--- src/rtl/priority_scan_pkg.sv ---
// Shared types and helpers for the priority scan encoder.
// Provides the FSM state enum and a popcount helper.
package priority_scan_pkg;

    typedef enum logic [1:0] {
        IDLE,
        SCAN,
        NONE
    } state_t;

    localparam int MAX_WIDTH = 256;

    // Callers zero-extend their vector to MAX_WIDTH bits.
    function automatic int popcount(input logic [MAX_WIDTH-1:0] v);
        int n;
        n = 0;
        for (int i = 0; i < MAX_WIDTH; i++) begin
            n += int'(v[i]);
        end
        return n;
    endfunction

endpackage

--- src/rtl/priority_scan_encoder_pick.sv ---
// Combinational find-first picker for a request vector.
// Ports: vec in, idx (first set bit per MSB_FIRST), any, onehot.
module priority_pick #(
    parameter int WIDTH     = 16,
    parameter bit MSB_FIRST = 1'b1,
    localparam int IDX_W    = $clog2(WIDTH)
) (
    input  logic [WIDTH-1:0] vec,
    output logic [IDX_W-1:0] idx,
    output logic             any,
    output logic             onehot
);

    // Later matches overwrite earlier ones, so the scan direction
    // picks which end wins.
    always_comb begin
        idx = '0;
        if (MSB_FIRST) begin
            for (int i = 0; i < WIDTH; i++) begin
                if (vec[i]) idx = i[IDX_W-1:0];
            end
        end else begin
            for (int i = WIDTH - 1; i >= 0; i--) begin
                if (vec[i]) idx = i[IDX_W-1:0];
            end
        end
    end

    assign any    = |vec;
    assign onehot = any && ((vec & (vec - WIDTH'(1))) == '0);

endmodule

--- src/rtl/priority_scan_encoder.sv ---
// Sequential priority encoder: captures a request vector, then emits
// one beat per set bit in priority order. Ports: clk, rst, in_valid/
// in_ready/in_req (capture), out_valid/out_ready/out_idx/out_last/
// out_none/out_count (beats).
module priority_scan_encoder
    import priority_scan_pkg::*;
#(
    parameter int WIDTH     = 16,
    parameter bit MSB_FIRST = 1'b1,
    localparam int IDX_W    = $clog2(WIDTH)
) (
    input  logic             clk,
    input  logic             rst,
    input  logic             in_valid,
    output logic             in_ready,
    input  logic [WIDTH-1:0] in_req,
    output logic             out_valid,
    input  logic             out_ready,
    output logic [IDX_W-1:0] out_idx,
    output logic             out_last,
    output logic             out_none,
    output logic [IDX_W:0]   out_count
);

    state_t             state;
    logic [WIDTH-1:0]   pending;
    logic [IDX_W:0]     count_q;
    logic [IDX_W-1:0]   pick_idx;
    logic               pick_any;
    logic               pick_one;
    logic [MAX_WIDTH-1:0] req_ext;
    logic               fire_out;
    logic               final_beat;
    logic               accept;

    priority_pick #(
        .WIDTH     (WIDTH),
        .MSB_FIRST (MSB_FIRST)
    ) u_pick (
        .vec    (pending),
        .idx    (pick_idx),
        .any    (pick_any),
        .onehot (pick_one)
    );

    always_comb begin
        req_ext = '0;
        req_ext[WIDTH-1:0] = in_req;
    end

    assign out_valid  = (state == SCAN) || (state == NONE);
    assign out_none   = (state == NONE);
    assign out_last   = out_none || ((state == SCAN) && pick_one);
    assign out_idx    = (state == SCAN) ? pick_idx : '0;
    assign out_count  = count_q;

    assign fire_out   = out_valid && out_ready;
    assign final_beat = fire_out && out_last;

    // Final-beat handshake reopens the input for a bubble-free
    // back-to-back capture; held low while reset is asserted.
    assign in_ready   = !rst && ((state == IDLE) || final_beat);
    assign accept     = in_valid && in_ready;

    always_ff @(posedge clk or posedge rst) begin
        if (rst) begin
            state   <= IDLE;
            pending <= '0;
            count_q <= '0;
        end else begin
            if (fire_out && (state == SCAN) && pick_any) begin
                pending[pick_idx] <= 1'b0;
            end
            if (accept) begin
                pending <= in_req;
                count_q <= (IDX_W+1)'(popcount(req_ext));
                state   <= (|in_req) ? SCAN : NONE;
            end else if (final_beat) begin
                state <= IDLE;
            end
        end
    end

endmodule

--- config.mk ---
export PLATFORM = sky130hd
export DESIGN_NAME = priority_scan_encoder
export DESIGN_NICKNAME = d
export VERILOG_FILES = /design/src/rtl/priority_scan_pkg.sv /design/src/rtl/priority_scan_encoder_pick.sv /design/src/rtl/priority_scan_encoder.sv
export SDC_FILE = /design/constraint.sdc
export NUM_CORES = 1
export LEC_CHECK = 0
export CORE_MARGIN = 1
export CORE_UTILIZATION = 54
export CTS_BUF_LIST = sky130_fd_sc_hd__clkbuf_8
export DETAILED_ROUTE_END_ITERATION = 8
export HOLD_SLACK_MARGIN = 0.12
export PLACE_DENSITY = 0.81
export SLEW_MARGIN = 5
export SYNTH_ARGS = -nofsm -noshare
export SYNTH_HDL_FRONTEND = slang
export SYNTH_HIERARCHICAL = 1
export SYNTH_SLANG_ARGS = --single-unit
--- constraint.sdc ---
create_clock -name clk -period 5.34 [get_ports clk]
set_clock_uncertainty 0.15 [all_clocks]
set_input_delay 0.801 -clock clk [delete_from_list [all_inputs] [get_ports clk]]
set_output_delay 0.801 -clock clk [all_outputs]
set_load 0.005 [all_outputs]
======== Yosys cells after proc, flatten, opt, wreduce, memory -nomap -nowiden ========
Cells that the tools add are included.
word-level totals
  bits in latches ......................... 0
  logic and storage cells ................. 68
  RAM bits ................................ 0
  bits in read-only memories .............. 0
  memories kept ........................... 0
  bits in registers ....................... 23
cells by class
  magnitude comparators ................... 2
  divide/modulo/power cells ............... 0
  equality and inequality tests ........... 2
  add/subtract/negate cells ............... 16
  reductions and logical operators ........ 19
  mux-type cells .......................... 23
  bitwise gates (word level) .............. 3
  shifts and indexed selects .............. 0
  multipliers ............................. 0
operator list
  kind                   number
  $add 5x1->5            11
  $mux 4                 9
  $and 16x16->16         2
  $mux 16                2
  $reduce_or 16->1       2
  $logic_not 16->1       1
  $not 16->16            1
  $sub 16x1->16 const B  1
  $mux 3                 4
  $mux 2                 5
  $logic_and 1x1->1      9
  $add 4x1->5            1
  $lt 4x5->1 const B     1
  $add 3x1->4            1
  $demux 1 s4            1
  $ge 4x1->1 const B     1
  $reduce_bool 2->1      2
  $add 2x1->3            1
  $logic_or 1x1->1       3
  $add 1x1->2            1
  $eq 2x1->1 const B     1
  $eq 2x2->1 const B     1
  $logic_not 2->1        1
  $mux 1                 2
  $logic_not 1->1        1

======== Logic depth before layout (Yosys ltp) ========
Gate-level depths: netlist of the first run.
  depth in word-level cells ............... 23
  mapped depth ............................ 13
  gate-level depth less buffers ........... 13

======== Cells and area by module ========
Netlist of the first run, hierarchy kept.
by module, submodules not included
  module                 cells an instance  area each (um^2)  times used
  priority_scan_encoder  146                1,612.8           1
  priority_pick          47                 292.8             1

======== Worst setup path before layout of the first run ========
Ideal clock, no wire load.
  kind .................................... input -> register
  from .................................... input in_req[0]
  to ...................................... register count_q[4] (netlist: out_count[4])
  cell stages on the path ................. 13
  arrival ................................. 3.961 ns
  setup slack ............................. 1.105 ns
  setup time .............................. 0.125 ns
  path through ............................ inv_1 > fa_1 > inv_1 > fa_1 > fa_1 > inv_1 > fa_1 > inv_1 > ha_1 > fa_1 > a21oi_1 > nor2b_1 > mux2_2
between the ends
  cells in the longest elaborated chain, start to end .. 15
ends and longest elaborated chain
  what                        RTL line                     RTL
  start, declared             priority_scan_encoder.sv:16  input logic [WIDTH-1:0] in_req,
  $add 1x1->2                 priority_scan_pkg.sv:18      n += int'(v[i]);
  $add 2x1->3                 priority_scan_pkg.sv:18
  $add 3x1->4                 priority_scan_pkg.sv:18
  $add 4x1->5                 priority_scan_pkg.sv:18
  $add 5x1->5 (11 in series)  priority_scan_pkg.sv:18
  end signal, assigned        priority_scan_encoder.sv:76  count_q <= (IDX_W+1)'(popcount(req_ext));
  end, declared               priority_scan_encoder.sv:27  logic [IDX_W:0] count_q;
No other way between the ends.
A chain may end at the register's enable or synchronous reset.

======== Worst setup path in the final report of the first run ========
Ends and elaborated chain as after synthesis.

==> metrics.md, run 1 <==
| Metric | Value |
|---|---|
| Initial antenna violation count | 0 |
| CTS tree | yes |
| R2R Setup Slk | 2110 ps |
| Die Footprint | 3770 sq um |
| Setup TNS | 0 ps |
| Finish-stage setup viols | 0 |
| RePlAce Congestion | 0.903 |
| Tcrit/Tclk final | 0.840 |
| Vias in the first global route | 1397 |
| Nature of the critical path startpoint | input port |
| CTS Buffer Depth | 2 |
| Initial core utilization | 0.567 |
| Worst hold endpoint | out_count[4] |
| Die width | 61.4 microns |
| Final hold vios | 0 |
| CP Max Fanout | 3 |
| IO Pins | 33 |
| Post-CTS sizing | 0 |
| Mapped cell area | 1910 sq um |
| DR pass1 iterations | 4 |
| Final wirelength | 3870 microns |
| Post-synthesis cell type count | 49 |
| Synthesized net count | 232 |
| Wirelength per Cell | 14.3 microns |
| Setup crit end kind | flip-flop |
| RR Endpoint | out_count[2] |
| Global routing's busiest layer | met1 |
| Hold Crit Start | out_count[4] |
| Relative slew slack | 0.438 |
| Core Util, Final | 0.681 |
| Highest Clock Rate | 0.223 GHz |
| Worst hold slack | 369 ps |
| Unrepaired setup endpoints after global routing | false |
| Number of synthesized flops with an enable pin | 0 |
| GR Util All Layers | 0.247 |
| Core area | 3360 sq um |
| Total Power | 0.00120 W |
| Critical Path RT | 5340 ps |
| Area Growth Syn to Fin | 20.2% |
| Post-CTS Setup Repair Bufs | 0 |
| Post-synthesis sequential area ratio | 0.302 |
| Initial DRC Count | 125 |
| Minimum clock period | 4490 ps |
| Mean post-synth cell area | 9.87 sq um |
| Grt met3 use | 0.0210 |
| FP Rows | 21 |
| Total gr overflow | 0 |
| Port bufs | 32 |
| Synth Instances | 193 |
| Worst slew pin tran | 842 ps |
| Root buffer cell | clkbuf_8 |
| H-tree depth | 1 |
| Max cap viols | 0 |
| Final antenna-violating net count | 0 |
| TritonCTS Buffers | 3 |
| DIE HEIGHT | 61.4 microns |
| DPL Wire Length | 3200 microns |
| Status | completed |
| Via count | 1511 |
| Post-route cell area | 2290 sq um |
| Met2 usage | 0.365 |
| Most common cell after layout, fill and taps aside | inv_1 |
| PwrDens | 522 nW/um^2 |
| # clock sinks | 23 |
| Reg2reg path depth | 10 |
| YS warnings | 6 |
| Fraction of layout cells with a size suffix above 1 | 0.0978 |
| Fillers | 284 |
| LEAKAGE | 1.14 nW |
| Clock transition at path regs | 80 ps |
| HP Class | flip-flop to flip-flop |
| Dpl cell area | 2240 sq um |
| First-pass GRT wire length | 6630 microns |
| Clk_lat worst skew | 260 ps |
| Met1 usage | 0.380 |
| CTS Hold Bufs | 0 |
| Primary FF master, synth | dfrtp_1 |
| Commonest cells after routing, fill and taps aside | inv_1 (33), clkdlybuf4s50_1 (32), dfrtp_1 (23), mux2i_1 (13) |
| Yosys reg bits | 23 |
| CP Data Arrival Time | 4490 ps |
| Final-report max-slew violation count | 0 |
| Kind of critical path | input port to flip-flop |
| Largest net degree at the start of global routing | 24 |
| Post-route DRC | 0 |
| Hold Crit Depth | 1 |
| VDD IR max | 221 uV |
| FFs w/ async S/R, synth | 1.00 |
| Nets@finish | 265 |
| RR Startpoint | pending[12] |
| Antenna diodes | 0 |
| Post-DR vias/cell | 5.58 |
-- where the power goes --
group          total [W]  switching, W  internal (W)
clock network   0.000104     0.0000524     0.0000519
registers       0.000367      0.000113      0.000253
logic           0.000725      0.000351      0.000374
total            0.00120      0.000516      0.000680
-- synthesized netlist by cell type, types with 2 or more instances --
library cell | count | area (sq um)
inv_1 | 33 | 124
nor4_1 | 3 | 18.8
nor3_1 | 6 | 30.0
mux2_2 | 3 | 33.8
a31oi_1 | 2 | 12.5
mux2i_1 | 13 | 130
mux2_4 | 7 | 105
ha_1 | 9 | 113
nand3_1 | 5 | 25.0
o31ai_1 | 5 | 37.5
and2_1 | 4 | 25.0
o21ai_0 | 10 | 50.1
fa_1 | 10 | 200
nand2_1 | 5 | 18.8
a21oi_1 | 8 | 40.0
o31a_1 | 4 | 35.0
dfrtp_1 | 23 | 576
nor2_1 | 9 | 33.8
or4_1 | 2 | 15.0
nor2b_1 | 2 | 12.5
clkbuf_1 | 2 | 7.51
-- worst max-delay path by stage --
stage                              end  startpoint  slack (ps)  cells after the start
after floorplan           out_count[4]   in_req[0]        1100                     13
after global placement    out_count[4]   in_req[0]         590                     14
after detailed placement  out_count[4]   in_req[0]         550                     14
after CTS                 out_count[4]   in_req[0]         830                     14
after global routing      out_count[4]   in_req[0]         680                     14
final                     out_count[4]   in_req[0]         850                     14
-- layout make-up --
cell class                      instances  area, sq um  share of cell area
Timing Repair Buffer                   33          328               0.143
Multi-Input combinational cell        132         1160               0.506
Clock inverter                          1         5.00             0.00218
Tap cell                               46         57.6              0.0251
Clock buffer                            3         41.3              0.0180
Sequential cell                        23          576               0.251
Inverter                               33          124              0.0541
-- worst max-delay path, cell delays in order --
cell and delay, ps:
clkdlybuf4s50_1 450, inv_1 80, fa_1 530, inv_1 50
fa_1 470, fa_1 510, inv_1 50, fa_1 470
inv_1 40, ha_1 190, fa_1 400, a21oi_1 160
nor2b_1 50, mux2_2 250
-- through the flow --
stage          std cells  setup slack [ps]
2_1_floorplan        193              1100
3_3_place_gp         267               588
3_5_place_dp         267               553
4_1_cts              271               833
5_1_grt              271               684
6_report             271               852
-- routing by layer --
layer | vias up | part of all wire
met5 | - | 0
met4 | 0 | 0.014
met3 | 4 | 0.039
met2 | 48 | 0.48
met1 | 717 | 0.47
li1 | 742 | -
-- cell families after synthesis --
group / after synthesis / synth area share
and+or+nand+nor: 46 / 0.144
muxes: 23 / 0.141
xor gates and xnor gates: 2 / 0.00919
adders and majority gates: 20 / 0.169
DFF: 23 / 0.302
AOI/OAI and AO/OA: 41 / 0.145
buffers and inverters: 38 / 0.0893
-- registers in the layout, indices dropped and copies added (netlist names) --
name       cells
out_count      5
pending       16
state          2
No activity file was read; power rests on OpenSTA's default activity.
==> inputs of run 2 (changes only) <==
==> constraint.sdc (replaced) <==
create_clock -name clk -period 4.2 [get_ports clk]
set_clock_uncertainty 0.15 [all_clocks]
set_input_delay 0.63 -clock clk [delete_from_list [all_inputs] [get_ports clk]]
set_output_delay 0.63 -clock clk [all_outputs]
set_load 0.005 [all_outputs]
==> run 2 against run 1 <==
Worst setup slack worse by 730 ps. Clock power increased by 30%. Worst hold slack improved by 1.1 ps. Via count rose by 6.3%. Critical endpoint is now out_count[2]. Largest power group unchanged.
==> metrics.md, run 2 (synthesis gave the netlist of run 1 again) <==
| Metric | Value |
|---|---|
| Status | completed (unchanged) |
| Clock share of power | 0.085 (was 0.087) |
| Internal power | 0.000894 W (was 0.000680 W) |
| CTS tree | yes (unchanged) |
| Most common cell after layout, fill and taps aside | inv_1 (unchanged) |
| Total gr overflow | 0 (unchanged) |
| Kind of critical path | input port to flip-flop (unchanged) |
| Critical Path RT | 4200 ps (was 5340 ps) |
| CTS Hold Bufs | 0 (unchanged) |
| Final std cells w/o fill | 282 (was 271) |
| Finish-stage setup viols | 0 (unchanged) |
| Reg with most FFs | pending (unchanged) |
| RR Endpoint | pending[0] (was out_count[2]) |
| Highest Clock Rate | 0.245 GHz |
| Commonest cells after routing, fill and taps aside | inv_1 (26), clkdlybuf4s50_1 (23), dfrtp_1 (23), mux2i_1 (13), buf_4 (12) (was inv_1 (33), clkdlybuf4s50_1 (32), dfrtp_1 (23), mux2i_1 (13)) |
| CTS Buffer Depth | 2 (unchanged) |
| Initial DRC Count | 99 (was 125) |
| # clock sinks | 23 (unchanged) |
| Reg2reg path depth | 10 (unchanged) |
| Worst hold endpoint | out_count[1] (was out_count[4]) |
| Tcrit/Tclk final | 0.970 |
| Clk_lat worst skew | 260 ps (about the same) |
| Relative slew slack | 0.375 (was 0.438) |
| Setup crit end kind | flip-flop (unchanged) |
| Clock transition at path regs | 80 ps (about the same) |
| Dpl cell area | 2330 sq um (was 2240 sq um) |
| Unrepaired setup endpoints after global routing | false (unchanged) |
| Post-CTS Setup Repair Bufs | 0 (unchanged) |
| RePlAce Congestion | 0.879 (was 0.903) |
| Area Growth Syn to Fin | 25.1% (was 20.2%) |
| Final hold vios | 0 (unchanged) |
| CP Max Fanout | 2 (was 3) |
| CP Data Arrival Time | 4080 ps (was 4490 ps) |
| Core area | 3360 sq um (unchanged) |
| DIE HEIGHT | 61.4 microns (unchanged) |
| P_sw | 0.000708 W (was 0.000516 W) |
| TritonCTS Buffers | 3 (unchanged) |
| Worst slew pin tran | 937 ps (was 842 ps) |
| Final-report max-slew violation count | 0 (unchanged) |
| H-tree depth | 1 (unchanged) |
| Max FFs per register | 16 (unchanged) |
| PwrDens | 672 nW/um^2 (was 522 nW/um^2) |
| Final wirelength | 4570 microns (was 3870 microns) |
| Seq pwr share | 0.293 (was 0.307) |
| Fraction of layout cells with a size suffix above 1 | 0.186 (was 0.0978) |
| R2R Setup Slk | 530 ps (was 2110 ps) |
| Die Footprint | 3770 sq um (unchanged) |
| Root buffer cell | clkbuf_8 (unchanged) |
| Initial core utilization | 0.567 (unchanged) |
| Nature of the critical path startpoint | input port (unchanged) |
| Via count | 1606 (was 1511) |
| Largest net degree at the start of global routing | 24 (unchanged) |
| HP Class | flip-flop to flip-flop (unchanged) |
| Antenna diodes | 0 (unchanged) |
| RR Startpoint | pending[13] (was pending[12]) |
| First-pass GRT wire length | 7250 microns (was 6630 microns) |
| Final antenna-violating net count | 0 (unchanged) |
| Worst hold slack | 370 ps (was 369 ps) |
| FP Rows | 21 (unchanged) |
| DPL Wire Length | 3590 microns (was 3200 microns) |
| Post-route cell area | 2380 sq um (was 2290 sq um) |
| Post-DR vias/cell | 5.70 (was 5.58) |
| IO Pins | 33 (unchanged) |
| DR pass1 iterations | 4 (unchanged) |
| Vias in the first global route | 1590 (was 1397) |
| Sw frac | 0.442 (was 0.432) |
| Wirelength per Cell | 16.2 microns (was 14.3 microns) |
| Max cap viols | 0 (unchanged) |
| LEAKAGE | 1.19 nW (was 1.14 nW) |
| Hold Crit Depth | 1 (unchanged) |
| Fillers | 285 (was 284) |
| Die width | 61.4 microns (unchanged) |
| Initial antenna violation count | 0 (unchanged) |
| Minimum clock period | 4070 ps |
| Post-route DRC | 0 (unchanged) |
| Port bufs | 32 (unchanged) |
| Hold Crit Start | out_count[1] (was out_count[4]) |
| Gate power share | 0.622 (was 0.606) |
| GR Util All Layers | 0.273 (was 0.247) |
| Nets@finish | 276 (was 265) |
| VDD IR max | 280 uV (was 221 uV) |
| Dpl cells | 278 (was 267) |
==> run 2: timing repair <==
item                       CTS  global route
pin swaps                    8             3
setup endpoints to repair    4             2
resized for setup           21             2
==> run 2: power by group through the flow <==
stage | Sequential [W] | Combinational (W) | Clock (W)
after floorplan | 0.000428 | 0.000647 | 0
after global placement | 0.000460 | 0.000916 | 0
after detailed placement | 0.000468 | 0.000953 | 0
after CTS | 0.000464 | 0.000983 | 0.000136
after global routing | 0.000485 | 0.00111 | 0.000148
final | 0.000470 | 0.000997 | 0.000135
==> run 2: per-stage QoR <==
step | utilization | setup TNS [ps] | power (W) | setup WS, ps
after floorplan | - | 0 | 0.00108 | 136
after global placement | 0.692 | -1250 | 0.00138 | -373
after detailed placement | 0.692 | -1750 | 0.00142 | -515
after CTS | 0.708 | 0 | 0.00158 | 85.8
after global routing | 0.709 | 0 | 0.00174 | 8.60
final | 0.709 | 0 | 0.00160 | 125
==> run 2: worst max-delay path by stage <==
stage,slack (ps),cells past startpoint,start,endpoint
after floorplan,140,13,in_req[0],out_count[4]
after global placement,-370,14,in_req[11],out_count[4]
after detailed placement,-520,14,in_req[0],out_count[4]
after CTS,90,13,in_req[11],out_count[2]
after global routing,9,14,in_req[3],out_count[4]
final,130,13,in_req[3],out_count[2]
==> run 2: layout make-up <==
type / count / area, sq um / share of cell area
clock buffer: 3 / 41.3 / 0.0173
tap: 46 / 57.6 / 0.0241
inverter: 33 / 124 / 0.0519
timing repair buffer: 44 / 400 / 0.168
clock inverter: 1 / 3.75 / 0.00157
sequential: 23 / 576 / 0.241
multi-input combinational: 132 / 1180 / 0.496
==> run 2: metal layers <==
| metal | up-vias | GRT usage | share of wire |
|---|---|---|---|
| met1 | 746 | 0.337 | 0.41 |
| met5 | - | 0 | 0 |
| li1 | 763 | - | - |
| met4 | 0 | 0.178 | 0.046 |
| met2 | 75 | 0.453 | 0.49 |
| met3 | 22 | 0.0315 | 0.051 |
==> run 2: worst max-delay path, cell delays in order <==
cell and delay [ps]:
clkdlybuf4s15_1 190, inv_2 50, fa_1 540, inv_1 50, fa_1 480, fa_1 560, inv_2 50, fa_1 520
inv_2 50, ha_4 160, fa_2 350, xor2_1 160, mux2_4 280
